[config.mk]
export PLATFORM = sky130hd
export DESIGN_NAME = progress_disp
export DESIGN_NICKNAME = d
export VERILOG_FILES = /design/src/rtl/progress_disp.sv
export SDC_FILE = /design/constraint.sdc
export NUM_CORES = 1
export LEC_CHECK = 0
export ABC_CLOCK_PERIOD_IN_PS = 6000
export CAP_MARGIN = 40
export CORE_MARGIN = 2
export CORE_UTILIZATION = 45
export CTS_CLUSTER_DIAMETER = 120
export CTS_CLUSTER_SIZE = 16
export DETAILED_ROUTE_END_ITERATION = 12
export PLACE_DENSITY_LB_ADDON = 0.15
export SLEW_MARGIN = 20
export SYNTH_ARGS = -nofsm -noshare
export SYNTH_HDL_FRONTEND = slang
export SYNTH_SLANG_ARGS = --single-unit
[constraint.sdc]
create_clock -name clk -period 6 [get_ports clk]
set_clock_uncertainty 0.2 [all_clocks]
set_input_delay 0.9 -clock clk [delete_from_list [all_inputs] [get_ports clk]]
set_output_delay 0.9 -clock clk [all_outputs]
set_load 0.005 [all_outputs]
[src/rtl/progress_disp.sv]
// Display-side renderer for record/playback progress: LED bar with blinking
// leading LED or a playback chaser, plus a 4-digit multiplexed 7-seg readout.
module progress_disp #(
    parameter int unsigned MAX_STEP  = 20,
    parameter int unsigned NLED      = 8,
    parameter int unsigned SCAN_DIV  = 50000,
    parameter int unsigned BLINK_DIV = 12500000
) (
    input  logic            clk,
    input  logic            rst_n,
    input  logic [1:0]      menu,
    input  logic [5:0]      i,
    output logic [NLED-1:0] led,
    output logic [3:0]      an,
    output logic [6:0]      seg,
    output logic            dp
);

    localparam int unsigned LIT_W   = $clog2(NLED + 1);
    localparam int unsigned PROD_W  = 6 + LIT_W;
    localparam int unsigned POS_W   = (NLED > 1) ? $clog2(NLED) : 1;
    localparam int unsigned SCAN_W  = (SCAN_DIV > 1) ? $clog2(SCAN_DIV) : 1;
    localparam int unsigned BLINK_W = (BLINK_DIV > 1) ? $clog2(BLINK_DIV) : 1;

    localparam logic [1:0] S_IDLE = 2'd0;
    localparam logic [1:0] S_REC  = 2'd1;
    localparam logic [1:0] S_FULL = 2'd2;
    localparam logic [1:0] S_PLAY = 2'd3;

    localparam logic [1:0] M_REC  = 2'b01;
    localparam logic [1:0] M_PLAY = 2'b10;

    localparam logic [6:0] SEG_DASH  = 7'b0111111;
    localparam logic [6:0] SEG_R     = 7'b0101111;
    localparam logic [6:0] SEG_P     = 7'b0001100;
    localparam logic [6:0] SEG_L     = 7'b1000111;
    localparam logic [6:0] SEG_A     = 7'b0001000;
    localparam logic [6:0] SEG_Y     = 7'b0010001;
    localparam logic [6:0] SEG_F     = 7'b0001110;
    localparam logic [6:0] SEG_U     = 7'b1000001;
    localparam logic [6:0] SEG_BLANK = 7'b1111111;

    logic [5:0]           i_q, i_prev_q;
    logic [1:0]           state_q, state_d;
    logic [BLINK_W-1:0]   bcnt_q, bcnt_d;
    logic                 phase_q, phase_d;
    logic [POS_W-1:0]     pos_q, pos_d;
    logic [SCAN_W-1:0]    scnt_q, scnt_d;
    logic [1:0]           sel_q, sel_d;
    logic [NLED-1:0]      led_q, led_d;
    logic [3:0]           an_q, an_d;
    logic [6:0]           seg_q, seg_d;

    logic [5:0]           i_c;
    logic                 step_c;
    logic                 bwrap_c;
    logic [PROD_W-1:0]    prod_c;
    logic [LIT_W-1:0]     lit_c;
    logic [3:0]           tens_c, units_c;

    function automatic logic [6:0] digit_code(input logic [3:0] d);
        case (d)
            4'd0:    digit_code = 7'b1000000;
            4'd1:    digit_code = 7'b1111001;
            4'd2:    digit_code = 7'b0100100;
            4'd3:    digit_code = 7'b0110000;
            4'd4:    digit_code = 7'b0011001;
            4'd5:    digit_code = 7'b0010010;
            4'd6:    digit_code = 7'b0000010;
            4'd7:    digit_code = 7'b1111000;
            4'd8:    digit_code = 7'b0000000;
            4'd9:    digit_code = 7'b0010000;
            default: digit_code = SEG_BLANK;
        endcase
    endfunction

    // Clamp, step detect and bar length derived from the registered index
    assign i_c     = (i_q > 6'(MAX_STEP)) ? 6'(MAX_STEP) : i_q;
    assign step_c  = (i_q != i_prev_q);
    assign bwrap_c = (bcnt_q == BLINK_W'(BLINK_DIV - 1));
    assign prod_c  = PROD_W'(i_c) * PROD_W'(NLED);
    assign lit_c   = LIT_W'(prod_c / PROD_W'(MAX_STEP));
    assign tens_c  = 4'(i_c / 6'd10);
    assign units_c = 4'(i_c % 6'd10);

    always_ff @(posedge clk or negedge rst_n) begin
        if (!rst_n) begin
            i_q      <= '0;
            i_prev_q <= '0;
            state_q  <= S_IDLE;
            bcnt_q   <= '0;
            phase_q  <= 1'b0;
            pos_q    <= '0;
            scnt_q   <= '0;
            sel_q    <= '0;
            led_q    <= '0;
            an_q     <= 4'b1111;
            seg_q    <= SEG_BLANK;
        end else begin
            i_q      <= i;
            i_prev_q <= i_q;
            state_q  <= state_d;
            bcnt_q   <= bcnt_d;
            phase_q  <= phase_d;
            pos_q    <= pos_d;
            scnt_q   <= scnt_d;
            sel_q    <= sel_d;
            led_q    <= led_d;
            an_q     <= an_d;
            seg_q    <= seg_d;
        end
    end

    always_comb begin
        state_d = state_q;
        bcnt_d  = bcnt_q + BLINK_W'(1);
        phase_d = phase_q;
        pos_d   = '0;
        scnt_d  = scnt_q + SCAN_W'(1);
        sel_d   = sel_q;
        led_d   = '0;
        an_d    = ~(4'b1000 >> sel_q);
        seg_d   = SEG_BLANK;

        // menu=11 falls through every arm as "not record, not play"
        case (state_q)
            S_IDLE: begin
                if (menu == M_REC)       state_d = S_REC;
                else if (menu == M_PLAY) state_d = S_PLAY;
            end
            S_REC: begin
                if (menu != M_REC)                  state_d = S_IDLE;
                else if (i_c == 6'(MAX_STEP))       state_d = S_FULL;
            end
            S_FULL: begin
                if (menu != M_REC)                  state_d = S_IDLE;
                else if (i_c < 6'(MAX_STEP))        state_d = S_REC;
            end
            default: begin
                if (menu != M_PLAY)                 state_d = S_IDLE;
            end
        endcase

        // A fresh step restarts the blink with the leading LED lit
        if (step_c) begin
            bcnt_d  = '0;
            phase_d = 1'b1;
        end else if (bwrap_c) begin
            bcnt_d  = '0;
            phase_d = ~phase_q;
        end

        if (state_q == S_PLAY) begin
            pos_d = pos_q;
            if (!step_c && bwrap_c)
                pos_d = (pos_q == POS_W'(NLED - 1)) ? '0 : pos_q + POS_W'(1);
        end

        if (scnt_q == SCAN_W'(SCAN_DIV - 1)) begin
            scnt_d = '0;
            sel_d  = sel_q + 2'd1;
        end

        case (state_q)
            S_IDLE: led_d = '0;
            S_REC: begin
                led_d = (NLED'(1) << lit_c) - NLED'(1);
                if (lit_c < LIT_W'(NLED))
                    led_d = led_d | (NLED'(phase_q) << lit_c);
            end
            S_FULL:  led_d = {NLED{phase_q}};
            default: led_d = NLED'(1) << pos_q;
        endcase

        // Slot 0 is the leftmost digit (an[3])
        case (state_q)
            S_IDLE: seg_d = SEG_DASH;
            S_REC: begin
                case (sel_q)
                    2'd0:    seg_d = SEG_R;
                    2'd1:    seg_d = SEG_BLANK;
                    2'd2:    seg_d = (tens_c == 4'd0) ? SEG_BLANK : digit_code(tens_c);
                    default: seg_d = digit_code(units_c);
                endcase
            end
            S_FULL: begin
                case (sel_q)
                    2'd0:    seg_d = SEG_F;
                    2'd1:    seg_d = SEG_U;
                    default: seg_d = SEG_L;
                endcase
            end
            default: begin
                case (sel_q)
                    2'd0:    seg_d = SEG_P;
                    2'd1:    seg_d = SEG_L;
                    2'd2:    seg_d = SEG_A;
                    default: seg_d = SEG_Y;
                endcase
            end
        endcase
    end

    assign led = led_q;
    assign an  = an_q;
    assign seg = seg_q;
    assign dp  = 1'b1;

endmodule

# Word level (Yosys, flattened, before mapping)
# Memory sizes are Yosys's and may differ from the RTL's.
# Cells that the tools add are included.
# op_classes
addsub	5
div_mod_pow	3
order_cmp	3
n_eq_ne	18
n_shift	4
mux	24
bitwise	3
n_reduce_logical	8
# ops
cell	n
$pmux 7 s3	3
$mux 24	2
$add 24x1->24 const B	1
$eq 24x24->1 const B	1
$pmux 8 s3	1
$add 16x1->16 const B	1
$eq 16x16->1 const B	1
$mux 16	1
$mux 2	7
$pmux 7 s2	1
$div 9x5->10 const B	1
$mux 3	3
$ne 3x3->1 const B	3
$eq 2x2->1 const B	4
$mux 8	1
$or 8x8->8	1
$shl 1x3->8 const A	1
$shl 1x4->8	1
$shl 1x4->8 const A	1
$sub 8x2->8 const B	1
$mux 7	1
$div 6x4->6 const B	1
$eq 2x1->1 const B	3
$eq 6x5->1 const B	1
other kinds (23)	26
# word_totals
register_bits	79
romBits	224
in_bits	10
out_inout_bits	20
n_memories	2
# memory_table
name	depth	width	rd	rd_clocked_by_memory_dff	write_ports	line	source
(name not given)	16	7	1	0	0	62	case (d)
(name not given)	16	7	1	0	0	62	

# Logic depth before layout (Yosys ltp)
# depth
ltp_word	8
mapped_depth	22

# Worst setup path before layout
# Ideal clock, no wire load.
# synth_path
kind	register to register
from	reg i_q[2]
to	reg led_q[6] (netlist: led[6])
setup_ns	0.126
arrival_ns	4.334
setup_slack_ns	1.340
stages_incl_launch_ff	20
path_buffers	3
synth_period_minus_slack_ns	4.660
path_cell_list	dfrtp_1 clkbuf_2 clkbuf_1 a211o_1 ha_1 inv_1 a21oi_2 nor2_2 o2bb2ai_1 ha_1 o31ai_2 o221a_4 a211oi_1 or4b_1 buf_2 or3_1 ha_1 o211ai_1 inv_1 a311o_1
# synth_between
elab_chain_len	8
elab_cells_between_ends	10
cone_classes	add/sub: 1; div: 1; order compare: 2; shift: 2; mux: 3; bitwise: 1
# synth_lines
item	line	source
from (decl)	43	logic [5:0] i_q, i_prev_q;
from (signal assigned)	100	i_q <= i;
$gt 6x5->1	78	assign i_c = (i_q > 6'(MAX_STEP)) ? 6'(MAX_STEP) : i_q;
$mux 6 *	78	
$div 9x5->10 *	82	assign lit_c = LIT_W'(prod_c / PROD_W'(MAX_STEP));
$shl 1x4->8	167	led_d = (NLED'(1) << lit_c) - NLED'(1);
$sub 8x2->8	167	
$or 8x8->8	169	led_d = led_d | (NLED'(phase_q) << lit_c);
$mux 8 *	168	if (lit_c < LIT_W'(NLED))
$pmux 8 s3 *	164	case (state_q)
via led_d[6]	50	logic [NLED-1:0] led_q, led_d;
to (signal assigned)	108	led_q <= led_d;
to (decl)	50	
# Mark *: on every way through the listed nets, which the timed path passes. The rest lies on a longest branch.
# A chain may end at the register's enable or synchronous reset.

# Final worst setup path
# layout_path
from	reg i_q[4]
to	reg led_q[6] (netlist: led[6])
# The elaborated chain is that of the path after synthesis.

==> reports/qor.txt <==
Synth Net Count: 573
peak fanout along the critical path: 19
Placed Cells: 676
Comb power frac: 24.1%
CTS tree: yes
post-synthesis sequential area ratio: 41.0%
Die H: 108 µm
Core Util, Final: 52.6%
quantity of gates resized following cts: 0
GRT Total Usage: 18.6%
Core Region: 10400 µm²
Cell Chain, Critical Path: or2_4 > clkinv_4 > nand2_1 > ha_1 > and4bb_2 > nand3_1 > and2_1 > o2bb2ai_1 > ha_1 > o31ai_2 > o221a_4 > a211oi_1 > or4b_1 > or3_1 > ha_1 > o211ai_1 > inv_1 > a311o_1
HP Class: reg -> reg
Seq cells post-synth: 79
Worst EP required: 6040 ps
number of synthesized flops with an enable pin: 0
final hold vios: 0
hold_buf cts: 0
initial antenna violation count: 0
final WL: 10.0 mm
period utilization: 91.3%
Starting Density: 46.6%
IO Count: 30
Antenna Nets Post-Route: 0
Net Sw Frac: 28.5%
Top delay family on crit path: simple AND/OR/NAND/NOR gates
cell area after layout: 5480 µm²
largest net degree at the start of global routing: 45
Avg Cell Area, Syn: 9.15 µm²
Vias/cell: 5.51
worst reg2reg startpoint: i_q[4]
H-tree depth: 3
commonest non-fill, non-tap cell in the layout: dfrtp_1
Syn Std Cell Area: 4850 µm²
P_sw: 417 µW
via count: 3808
R2R setup slack: 520 ps
count of cell types in the netlist: 70
Root Buffer: clkbuf_8
die outline width: 108 µm
die area: 11600 µm²
gpl congestion: 0.864
cell count after synthesis: 530
pre-CTS setup slack: 639 ps
Hold WS: 260 ps
Detail Placement HPWL: 7.34 mm
Max clock buf depth: 2
most frequent cells in the layout: dfrtp_1 (68), nor2_1 (60), nand2_1 (50), o21ai_0 (33), ha_1 (33)
total grt overflow: 0
RSZ-0062 raised after global routing: false
actual slew at the worst max-slew pin: 774 ps
Final min period: 5480 ps
YS warnings: 0
Crit Path Class: reg -> reg
cell internal pwr: 1.05 mW
Worst setup EP type: register
Max-cap violations: 0
Largest stage delay, worst path: 680 ps
final setup violating endpoints: 0
post-route setup TNS: 0 ps
status: completed
P_leak: 2.24 nW
Rows: 37
First-pass DRT Iterations: 4
placement-stage cell area: 5230 µm²
peak supply drop: 0.202 mV
most frequent CP cell: ha_1
number of remaining DRC errors: 0
post-route worst setup slack: 520 ps
Post-synth top flop: dfrtp_1
clock slew seen by the registers of the worst setup and hold paths: 80 ps
critical path arrival: 5520 ps
FF-to-FF path depth: 18
CTS sink cnt: 79
Critical path buffers and inverters: 2
post-CTS setup buffer count: 0
first-pass GRT wire length: 17.0 mm
CTS buffer count: 9
Clk pwr share: 32.1%
part of the power in registers: 43.8%
final net count: 595
final max-slew violation count: 0
Design Power: 1.46 mW
Worst Setup SP: i_q[4]
critical path depth: 18
relative slew slack: 48.4%
later-pin clock latency in the skew report: 370 ps
1st-iter DRT viols: 204
crit path max-delay cell type: dfrtp_1
share of cells above drive strength 1: 9.37%
Startpoint Class: register
r2r endpoint: led[6]
Final Non-Filler Cells: 691
fraction of registers with async set/reset: 100%
PortBufs: 28
ant diodes: 0
Layout area overhead: 13.0%
vias in the first global route: 3737
Peak Freq: 182 MHz
Pwr Density: 267 nW/µm²
routed length per instance: 14.5 µm
worst setup path end: led[6]
-- registers in the layout, indices dropped and copies added (netlist names), 2 cells and up --
register / cells
i_prev_q: 6
bcnt_q: 24
an: 4
sel_q: 2
i_q: 6
seg: 7
pos_q: 3
led: 8
scnt_q: 16
state_q: 2
-- kinds of logic after synthesis --
kind of cell | Yosys count | synth area share, %
AOI/OAI and AO/OA | 115 | 16.3
xor gates and xnor gates | 43 | 7.77
adders and majority gates | 33 | 8.51
buffers and inverters | 49 | 4.31
DFF | 79 | 41.0
muxes | 4 | 0.851
other | 1 | 0.0773
and+or+nand+nor | 206 | 21.2
-- power groups by stage --
stage / Sequential, mW / Clock, mW / Combinational [mW]
2_1_floorplan: 0.620 / 0 / 0.239
3_3_place_gp: 0.649 / 0 / 0.349
3_5_place_dp: 0.651 / 0 / 0.353
4_1_cts: 0.641 / 0.485 / 0.355
5_1_grt: 0.649 / 0.505 / 0.394
6_report: 0.641 / 0.469 / 0.353
-- cells in the mapped netlist (all sizes together) (3+ instances only) --
cell type | count | share of area [%]
nor4 | 6 | 0.77
and3 | 13 | 1.7
a31oi | 7 | 0.90
nand2b | 8 | 1.0
nand2 | 50 | 3.9
a21oi | 20 | 2.1
nor2b | 6 | 0.77
o211ai | 7 | 1.1
dfrtp | 68 | 35
nor2 | 61 | 4.8
xnor2 | 24 | 4.3
nand3 | 23 | 2.6
inv | 27 | 2.1
or2 | 5 | 0.75
buf | 6 | 0.85
o2bb2ai | 4 | 0.72
mux2i | 3 | 0.62
dfstp | 11 | 6.0
nor3 | 11 | 1.4
o21a | 7 | 1.1
a311oi | 3 | 0.54
ha | 33 | 8.5
clkbuf | 15 | 1.2
nand4 | 5 | 0.64
or3 | 7 | 0.90
o22ai | 3 | 0.39
o21ai | 34 | 3.5
xor2 | 19 | 3.4
a211oi | 5 | 0.77
and2 | 3 | 0.39
a311o | 3 | 0.62
-- worst min path at each step --
stage / startpoint / endpoint / cells past startpoint
3_5_place_dp: scnt_q[0] / scnt_q[0] / 1
4_1_cts: scnt_q[0] / scnt_q[0] / 1
3_3_place_gp: scnt_q[0] / scnt_q[0] / 1
2_1_floorplan: i_q[1] / i_prev_q[1] / 0
5_1_grt: scnt_q[0] / scnt_q[0] / 1
6_report: scnt_q[0] / scnt_q[0] / 1
-- layer usage --
metal | global-route usage [%] | part of all wire (%)
met1 | 22.4 | 46
met2 | 31.7 | 49
met3 | 4.36 | 3.1
met4 | 7.88 | 2.5
met5 | 0 | 0
-- worst register-to-register path: cells and delay by family, from the launching register on --
kind                       cells  cell delay (ps)
and+or+nand+nor                7             2060
buffers and inverters          2              160
DFF                            1              680
adders and majority gates      3              920
AOI/OAI and AO/OA              6             1320
-- layout make-up --
cell class	count	area [µm²]
clock inverter	4	95.1
multi-input combinational	402	2650
tap	136	170
inverter	28	110
clock buffer	10	138
sequential	79	1990
fill	976	4940
timing repair buffer	32	324
(Power assumes the default switching activity.)
